### config.mk
export PLATFORM = sky130hd
export DESIGN_NAME = uart_rx_param_flat
export DESIGN_NICKNAME = d
export VERILOG_FILES = /design/src/rtl/uart_rx_param_if.sv /design/src/rtl/uart_rx_param.sv /design/src/flat_wrapper.sv
export SDC_FILE = /design/constraint.sdc
export NUM_CORES = 1
export LEC_CHECK = 0
export CORE_UTILIZATION = 38
export DETAILED_ROUTE_END_ITERATION = 6
export PLACE_DENSITY = 0.62
export REMOVE_ABC_BUFFERS = 1
export SLEW_MARGIN = 30
export SYNTH_ARGS = -nofsm -noshare
export SYNTH_HDL_FRONTEND = slang
export SYNTH_SLANG_ARGS = --single-unit
### constraint.sdc
create_clock -name r_clk -period 2.1 [get_ports r_clk]
set_clock_uncertainty 0.1 [all_clocks]
set_input_delay 0.42 -clock r_clk [delete_from_list [all_inputs] [get_ports r_clk]]
set_output_delay 0.42 -clock r_clk [all_outputs]
set_load 0.02 [all_outputs]
### src/rtl/uart_rx_param_if.sv
// uart_rx_param_if: serial line plus received-word handshake and status of
// the parametrised UART receiver. The receiver side uses the master modport;
// the byte consumer (and the line driver) uses the slave modport.
interface uart_rx_param_if #(
   parameter int DATA_WIDTH = 8
);
   logic                  rx_in;
   logic [DATA_WIDTH-1:0] rx_data_out;
   logic                  rx_valid;
   logic                  rx_ready;
   logic                  parity_err;
   logic                  frame_err;
   logic                  overrun_err;
   logic                  rx_busy;

   modport master (
      input  rx_in,
      input  rx_ready,
      output rx_data_out,
      output rx_valid,
      output parity_err,
      output frame_err,
      output overrun_err,
      output rx_busy
   );

   modport slave (
      output rx_in,
      output rx_ready,
      input  rx_data_out,
      input  rx_valid,
      input  parity_err,
      input  frame_err,
      input  overrun_err,
      input  rx_busy
   );
endinterface

### src/rtl/uart_rx_param.sv
// uart_rx_param: parametrised UART receiver (5..9 data bits, none/even/odd
// parity, 1 or 2 stop bits) with a 2-flop input synchroniser, 3-sample
// majority voting, false-start rejection and a valid/ready holding register.
// Optional feature: define UART_RX_BREAK_DETECT_EN to add the break_det output
// (an all-zero frame then pulses break_det instead of being delivered).
module uart_rx_param #(
   parameter int CLOCK_FREQ       = 75000000,
   parameter int BAUD_RATE        = 1156000,
   parameter int OVER_SAMPLE_RATE = 16,
   parameter int DATA_WIDTH       = 8,
   parameter int PARITY_MODE      = 0,
   parameter int STOP_BITS        = 1
) (
   input logic              r_clk,
   input logic              r_rst,
   uart_rx_param_if.master  bus
`ifdef UART_RX_BREAK_DETECT_EN
   ,
   output logic             break_det
`endif
);

   localparam int SR           = OVER_SAMPLE_RATE * BAUD_RATE;
   localparam int BAUD_DIV_RAW = (CLOCK_FREQ + SR / 2) / SR;
   localparam int BAUD_DIV     = (BAUD_DIV_RAW < 1) ? 1 : BAUD_DIV_RAW;
   localparam int BAUD_W       = $clog2(BAUD_DIV + 1);
   localparam int SAMP_W       = $clog2(OVER_SAMPLE_RATE);
   localparam int BIT_W        = $clog2(DATA_WIDTH + 1);

   localparam logic [BAUD_W-1:0] BAUD_LAST = BAUD_W'(BAUD_DIV - 1);
   localparam logic [SAMP_W-1:0] SAMP_LAST = SAMP_W'(OVER_SAMPLE_RATE - 1);
   localparam logic [SAMP_W-1:0] SAMP_A    = SAMP_W'(OVER_SAMPLE_RATE / 2 - 1);
   localparam logic [SAMP_W-1:0] SAMP_B    = SAMP_W'(OVER_SAMPLE_RATE / 2);
   localparam logic [SAMP_W-1:0] SAMP_C    = SAMP_W'(OVER_SAMPLE_RATE / 2 + 1);
   localparam logic [BIT_W-1:0]  DATA_LAST = BIT_W'(DATA_WIDTH - 1);
   localparam logic [BIT_W-1:0]  STOP_LAST = BIT_W'(STOP_BITS - 1);
   localparam logic              ODD_PAR   = (PARITY_MODE == 2);

   typedef enum logic [2:0] {
      IDLE,
      START,
      DATA,
      PARITY,
      STOP
`ifdef UART_RX_BREAK_DETECT_EN
      ,
      BRK_WAIT
`endif
   } state_t;

   state_t                state_q, state_d;
   logic                  rx_meta_q, rx_meta_d;
   logic                  rx_s_q, rx_s_d;
   logic                  rx_prev_q, rx_prev_d;
   logic [BAUD_W-1:0]     baud_cnt_q, baud_cnt_d;
   logic [SAMP_W-1:0]     samp_cnt_q, samp_cnt_d;
   logic [BIT_W-1:0]      bit_cnt_q, bit_cnt_d;
   logic [DATA_WIDTH-1:0] shift_q, shift_d;
   logic                  s0_q, s0_d;
   logic                  s1_q, s1_d;
   logic                  perr_q, perr_d;
   logic                  ferr_q, ferr_d;
   logic                  zero_q, zero_d;
   logic [DATA_WIDTH-1:0] data_out_q, data_out_d;
   logic                  valid_q, valid_d;
   logic                  perr_out_q, perr_out_d;
   logic                  ferr_out_q, ferr_out_d;
   logic                  ovr_q, ovr_d;
`ifdef UART_RX_BREAK_DETECT_EN
   logic                  brk_q, brk_d;
`endif

   logic tick;
   logic dec_tick;
   logic bit_end;
   logic maj;
   logic frame_done;
   logic frame_brk;

   // Oversampling strobes: decision on the third voting sample, bit ends at wrap.
   assign tick     = (state_q != IDLE) && (baud_cnt_q == BAUD_LAST);
   assign dec_tick = tick && (samp_cnt_q == SAMP_C);
   assign bit_end  = tick && (samp_cnt_q == SAMP_LAST);
   assign maj      = (s0_q & s1_q) | (s0_q & rx_s_q) | (s1_q & rx_s_q);

   // Synchroniser chain, plus one extra stage to spot the 1->0 start edge.
   always_comb begin
      rx_meta_d = bus.rx_in;
      rx_s_d    = rx_meta_q;
      rx_prev_d = rx_s_q;
   end

   // Baud and sample counters: parked at zero in IDLE so a start edge restarts them.
   always_comb begin
      baud_cnt_d = baud_cnt_q;
      samp_cnt_d = samp_cnt_q;
      s0_d       = s0_q;
      s1_d       = s1_q;
      if (state_q == IDLE) begin
         baud_cnt_d = '0;
         samp_cnt_d = '0;
      end else if (tick) begin
         baud_cnt_d = '0;
         samp_cnt_d = (samp_cnt_q == SAMP_LAST) ? '0 : samp_cnt_q + 1'b1;
      end else begin
         baud_cnt_d = baud_cnt_q + 1'b1;
      end
      if (tick && (samp_cnt_q == SAMP_A)) s0_d = rx_s_q;
      if (tick && (samp_cnt_q == SAMP_B)) s1_d = rx_s_q;
   end

   // Frame FSM: next state, data shifting and per-frame error tracking.
   always_comb begin
      state_d    = state_q;
      bit_cnt_d  = bit_cnt_q;
      shift_d    = shift_q;
      perr_d     = perr_q;
      ferr_d     = ferr_q;
      zero_d     = zero_q;
      frame_done = 1'b0;
      frame_brk  = 1'b0;
      case (state_q)
         IDLE: begin
            if (rx_prev_q && !rx_s_q) begin
               state_d   = START;
               bit_cnt_d = '0;
               perr_d    = 1'b0;
               ferr_d    = 1'b0;
               zero_d    = 1'b1;
            end
         end
         START: begin
            if (dec_tick && maj) begin
               state_d = IDLE;
            end else if (bit_end) begin
               state_d   = DATA;
               bit_cnt_d = '0;
            end
         end
         DATA: begin
            if (dec_tick) begin
               shift_d = {maj, shift_q[DATA_WIDTH-1:1]};
               if (maj) zero_d = 1'b0;
            end
            if (bit_end) begin
               if (bit_cnt_q == DATA_LAST) begin
                  bit_cnt_d = '0;
                  state_d   = (PARITY_MODE != 0) ? PARITY : STOP;
               end else begin
                  bit_cnt_d = bit_cnt_q + 1'b1;
               end
            end
         end
         PARITY: begin
            if (dec_tick) begin
               perr_d = (maj != ((^shift_q) ^ ODD_PAR));
               if (maj) zero_d = 1'b0;
            end
            if (bit_end) begin
               state_d   = STOP;
               bit_cnt_d = '0;
            end
         end
         STOP: begin
            // The frame completes at the last stop bit's decision, leaving
            // half a bit of margin to catch the next start edge.
            if (dec_tick) begin
               if (!maj) ferr_d = 1'b1;
               if (maj) zero_d = 1'b0;
               if (bit_cnt_q == STOP_LAST) begin
                  frame_done = 1'b1;
                  state_d    = IDLE;
`ifdef UART_RX_BREAK_DETECT_EN
                  if (zero_q && !maj) begin
                     frame_brk = 1'b1;
                     state_d   = BRK_WAIT;
                  end
`endif
               end
            end
            if (bit_end) bit_cnt_d = bit_cnt_q + 1'b1;
         end
`ifdef UART_RX_BREAK_DETECT_EN
         BRK_WAIT: begin
            if (rx_s_q) state_d = IDLE;
         end
`endif
         default: state_d = IDLE;
      endcase
   end

   // Holding register: load a completed frame if the slot is free or being
   // drained this cycle, otherwise drop it and flag the overrun.
   always_comb begin
      data_out_d = data_out_q;
      valid_d    = valid_q;
      perr_out_d = perr_out_q;
      ferr_out_d = ferr_out_q;
      ovr_d      = 1'b0;
      if (valid_q && bus.rx_ready) valid_d = 1'b0;
      if (frame_done && !frame_brk) begin
         if (!valid_q || bus.rx_ready) begin
            data_out_d = shift_q;
            perr_out_d = perr_q;
            ferr_out_d = ferr_q | ~maj;
            valid_d    = 1'b1;
         end else begin
            ovr_d = 1'b1;
         end
      end
`ifdef UART_RX_BREAK_DETECT_EN
      brk_d = frame_brk;
`endif
   end

   // State register; the synchroniser presets to the idle line level.
   always_ff @(posedge r_clk or posedge r_rst) begin
      if (r_rst) begin
         state_q    <= IDLE;
         rx_meta_q  <= 1'b1;
         rx_s_q     <= 1'b1;
         rx_prev_q  <= 1'b1;
         baud_cnt_q <= '0;
         samp_cnt_q <= '0;
         bit_cnt_q  <= '0;
         shift_q    <= '0;
         s0_q       <= 1'b1;
         s1_q       <= 1'b1;
         perr_q     <= 1'b0;
         ferr_q     <= 1'b0;
         zero_q     <= 1'b0;
         data_out_q <= '0;
         valid_q    <= 1'b0;
         perr_out_q <= 1'b0;
         ferr_out_q <= 1'b0;
         ovr_q      <= 1'b0;
`ifdef UART_RX_BREAK_DETECT_EN
         brk_q      <= 1'b0;
`endif
      end else begin
         state_q    <= state_d;
         rx_meta_q  <= rx_meta_d;
         rx_s_q     <= rx_s_d;
         rx_prev_q  <= rx_prev_d;
         baud_cnt_q <= baud_cnt_d;
         samp_cnt_q <= samp_cnt_d;
         bit_cnt_q  <= bit_cnt_d;
         shift_q    <= shift_d;
         s0_q       <= s0_d;
         s1_q       <= s1_d;
         perr_q     <= perr_d;
         ferr_q     <= ferr_d;
         zero_q     <= zero_d;
         data_out_q <= data_out_d;
         valid_q    <= valid_d;
         perr_out_q <= perr_out_d;
         ferr_out_q <= ferr_out_d;
         ovr_q      <= ovr_d;
`ifdef UART_RX_BREAK_DETECT_EN
         brk_q      <= brk_d;
`endif
      end
   end

   assign bus.rx_data_out = data_out_q;
   assign bus.rx_valid    = valid_q;
   assign bus.parity_err  = perr_out_q;
   assign bus.frame_err   = ferr_out_q;
   assign bus.overrun_err = ovr_q;
   assign bus.rx_busy     = (state_q != IDLE);
`ifdef UART_RX_BREAK_DETECT_EN
   assign break_det       = brk_q;
`endif

endmodule
### src/flat_wrapper.sv
// flat-port wrapper written by rule: the top's interface ports become plain ports
module uart_rx_param_flat 
#(
   parameter int CLOCK_FREQ       = 75000000,
   parameter int BAUD_RATE        = 1156000,
   parameter int OVER_SAMPLE_RATE = 16,
   parameter int DATA_WIDTH       = 8,
   parameter int PARITY_MODE      = 0,
   parameter int STOP_BITS        = 1
)
  (r_clk, r_rst, bus_rx_in, bus_rx_ready, bus_rx_data_out, bus_rx_valid, bus_parity_err, bus_frame_err, bus_overrun_err, bus_rx_busy);
  uart_rx_param_if #(.DATA_WIDTH(DATA_WIDTH)) bus_i ();
  input logic r_clk;
  input logic r_rst;
  input wire logic [$bits(bus_i.rx_in)-1:0] bus_rx_in;
  input wire logic [$bits(bus_i.rx_ready)-1:0] bus_rx_ready;
  output wire logic [$bits(bus_i.rx_data_out)-1:0] bus_rx_data_out;
  output wire logic [$bits(bus_i.rx_valid)-1:0] bus_rx_valid;
  output wire logic [$bits(bus_i.parity_err)-1:0] bus_parity_err;
  output wire logic [$bits(bus_i.frame_err)-1:0] bus_frame_err;
  output wire logic [$bits(bus_i.overrun_err)-1:0] bus_overrun_err;
  output wire logic [$bits(bus_i.rx_busy)-1:0] bus_rx_busy;
  assign bus_i.rx_in = bus_rx_in;
  assign bus_i.rx_ready = bus_rx_ready;
  assign bus_rx_data_out = bus_i.rx_data_out;
  assign bus_rx_valid = bus_i.rx_valid;
  assign bus_parity_err = bus_i.parity_err;
  assign bus_frame_err = bus_i.frame_err;
  assign bus_overrun_err = bus_i.overrun_err;
  assign bus_rx_busy = bus_i.rx_busy;
  uart_rx_param #(.CLOCK_FREQ(CLOCK_FREQ), .BAUD_RATE(BAUD_RATE), .OVER_SAMPLE_RATE(OVER_SAMPLE_RATE), .DATA_WIDTH(DATA_WIDTH), .PARITY_MODE(PARITY_MODE), .STOP_BITS(STOP_BITS)) u_core (.r_clk(r_clk), .r_rst(r_rst), .bus(bus_i));
endmodule
==> impl_metrics.json <==
{
  "status": "finished clean",
  "cts_buffers": 5,
  "area_growth_pct": 24.6,
  "drive_gt1_frac": 0.283,
  "netlist_instances": 171,
  "p_clk_frac": 0.397,
  "worstReg2RegStart": "u_core.samp_cnt_q[1]",
  "tns_ps": 0,
  "hold_violations": 0,
  "grt_pass1_wl_mm": 5.96,
  "ys_ff_latch": 41,
  "ff_latch_area_um2": 1030,
  "cp-endpoint": "u_core.bus.rx_data_out[6]",
  "startpoint": "u_core.samp_cnt_q[1]",
  "nFillCells": 478,
  "pwr-share-comb": 0.147,
  "reg2reg_slack_ps": 100,
  "dp_hpwl_mm": 2.45,
  "grtUsageTotal": 0.146,
  "period_needed_ps": 2000,
  "setup_viol": 0,
  "clk_pin_slew_ps": 80,
  "antenna_found_initial": 0,
  "worstSetupEndpointType": "flop",
  "seqPwrFrac": 0.456,
  "synth_area_leaders": "dfrtp_1, mux2_4, dfstp_2",
  "crit_required_ps": 2180,
  "die_x_um": 74.8,
  "slew_headroom": 0.799,
  "core_area_um2": 5110,
  "fmaxAchievable_ghz": 0.501,
  "hold_buffers": 0,
  "postRouteAntennaNets": 0,
  "worstReg2RegEnd": "u_core.bus.rx_data_out[6]",
  "hp-start": "u_core.rx_meta_q",
  "antennaDiodeCount": 0,
  "fin_nets": 214,
  "grt_max_degree": 42,
  "powerDensity_nw_per_um2": 758,
  "wire_per_inst_um": 12.8,
  "cp-start-kind": "flop",
  "synth_top_area_share": 0.447,
  "hold_class": "flop to flop",
  "p_sw_frac": 0.242,
  "first_pass_iters": 4,
  "die_h_um": 74.8,
  "fin_util": 0.492,
  "synth_top_area_cell": "dfrtp_1",
  "cts_num_sinks": 41,
  "peakVddDrop_v": 0.000347,
  "max-clock-path-buffers": 2,
  "routed_wl_mm": 3.53,
  "cap_violations": 0,
  "ys_types": 44,
  "maxSlewViolCount": 0,
  "drt-vias-per-instance": 4.69,
  "async_flop_share": 1.00,
  "synth_edf_count": 0,
  "synth_seq_area_share": 0.512,
  "tightestPinTransition_ps": 301,
  "r2r_cells": 8,
  "finalCritPeriodShare": 0.950,
  "rows": 26,
  "synthFlopType": "dfrtp_1",
  "htreeDepth": 2,
  "start_util": 0.395,
  "io_pins": 17,
  "intPower_mw": 1.44,
  "die_area_um2": 5600,
  "num_vias": 1290,
  "netlist_area_um2": 2020,
  "root_buffer": "clkbuf_8",
  "grt_remaining_overflow": 0,
  "drc": 0,
  "portBuffers": 16,
  "multi_input_area_um2": 927,
  "grt_pass1_vias": 1289,
  "arrival_ps": 2070,
  "yosysWarnings": 0,
  "cts_tree": "built",
  "clk_latency_ps": 290,
  "critPathKind": "flop to flop",
  "crit_fanout": 5,
  "p_leak_nw": 1.11,
  "avgSynthCellArea_um2": 11.8,
  "drt-initial-drc-count": 42,
  "switchingPower_mw": 0.460,
  "finalWeightedCongestion": 0.835
}
==> critical path: stages (launching register included) <==
cell     delay [ps]
dfrtp_1         380
inv_1            90
ha_1            140
nor2b_2         140
and4_4          260
nand3_2         120
nor2b_4         180
buf_6           160
mux2_4          300
==> placed cells by master, fill, tap and decap left out, drive strengths merged, types with 2 or more instances in the layout <==
master         count
nand3              6
buf               15
nor2               8
bufinv             2
clkbuf             5
nor3               4
dfrtp             36
nor3b              4
ha                 6
dfstp              5
nand2b             7
o21ai              8
inv               10
xor2               2
clkdlybuf4s50     15
mux2              20
nand2             14
a21oi              6
xnor2              8
nand4              2
nor2b              3
==> kinds of logic (layout without fill, tap and decap cells) <==
| kind of cell | count (synthesis) | count (layout) | share of synthesized area |
|---|---|---|---|
| XOR/XNOR | 10 | 10 | 0.0435 |
| AO/OA/AOI/OAI | 22 | 22 | 0.0701 |
| AND/OR/NAND/NOR | 56 | 56 | 0.158 |
| multiplexers | 21 | 21 | 0.135 |
| buffers and inverters | 14 | 48 | 0.0391 |
| flip-flops | 41 | 41 | 0.512 |
| adder cells (fa/ha/maj) | 7 | 7 | 0.0422 |
==> metrics by stage <==
| stage | hold slack, ps | cell area, um2 | power [mW] | std cells | setup WS [ps] |
|---|---|---|---|---|---|
| final | 265 | 2510 | 1.90 | 275 | 105 |
| after CTS | 269 | 2470 | 1.93 | 274 | 40.2 |
| after global placement | 246 | 2330 | 1.16 | 265 | 95.8 |
| after global routing | 272 | 2510 | 2.01 | 275 | -6.50 |
| after detailed placement | 257 | 2330 | 1.16 | 265 | 70.7 |
| after floorplan | 245 | 1970 | 1.04 | 166 | -362 |
==> layout make-up <==
cell class	count	area share
clock inverters	3	0.0274
flip-flops and latches	41	0.411
clock buffers	5	0.0274
well taps	70	0.0349
multi-input cells	116	0.369
repair buffers	31	0.116
inverters	9	0.0144
==> power by group through the flow <==
stage               Sequential (mW)  Combinational (mW)  Clock, mW
floorplan                     0.885               0.158          0
global placement              0.880               0.276          0
detailed placement            0.882               0.276          0
CTS                           0.868               0.281      0.784
global route                  0.875               0.321      0.814
finish                        0.868               0.280      0.756
==> state kept, by name, summed over array words and instances (netlist names), 3 cells and up <==
register / flops
u_core.bus.rx_data_out: 8
u_core.samp_cnt_q: 4
u_core.shift_q: 8
u_core.state_q: 3
u_core.bit_cnt_q: 4
u_core.baud_cnt_q: 3
==> layer usage <==
metal / GRT usage / vias to the layer above / share of wire
li1: - / 656 / -
met1: 0.200 / 611 / 0.51
met5: 0 / - / 0
met2: 0.220 / 18 / 0.44
met4: 0.0566 / 0 / 0.018
met3: 0.0402 / 5 / 0.030
==> cells in the mapped netlist (2+ instances only) <==
| cell type | instances |
|---|---|
| nor3b_1 | 4 |
| mux2_4 | 10 |
| nand4_1 | 2 |
| a21oi_1 | 6 |
| dfrtp_1 | 36 |
| dfstp_2 | 5 |
| nor2_1 | 8 |
| xor2_1 | 2 |
| mux2_2 | 10 |
| inv_1 | 8 |
| xnor2_1 | 8 |
| o21ai_0 | 7 |
| nor2b_1 | 3 |
| nand2_1 | 14 |
| nand3_1 | 5 |
| buf_6 | 2 |
| ha_1 | 6 |
| buf_4 | 2 |
| nor3_1 | 2 |
| nand2b_1 | 7 |
==> worst min-delay path by stage <==
stage                       end  slack [ps]  cells after the start
6_report       u_core.rx_prev_d         260                      0
5_1_grt        u_core.rx_prev_d         270                      0
4_1_cts        u_core.rx_prev_d         270                      0
3_5_place_dp   u_core.rx_prev_d         260                      0
3_3_place_gp   u_core.rx_prev_d         250                      0
2_1_floorplan  u_core.rx_prev_d         250                      0
==> repair_timing <==
item                                    in CTS  in global routing
endpoints found under the hold margin        0                  0
gates cloned                                 0                  1
buffers inserted                             1                  0
resized for setup                            1                  9
endpoints found under the setup margin       1                 12
pin swaps                                    1                  0
No activity file was read; power rests on OpenSTA's default activity.
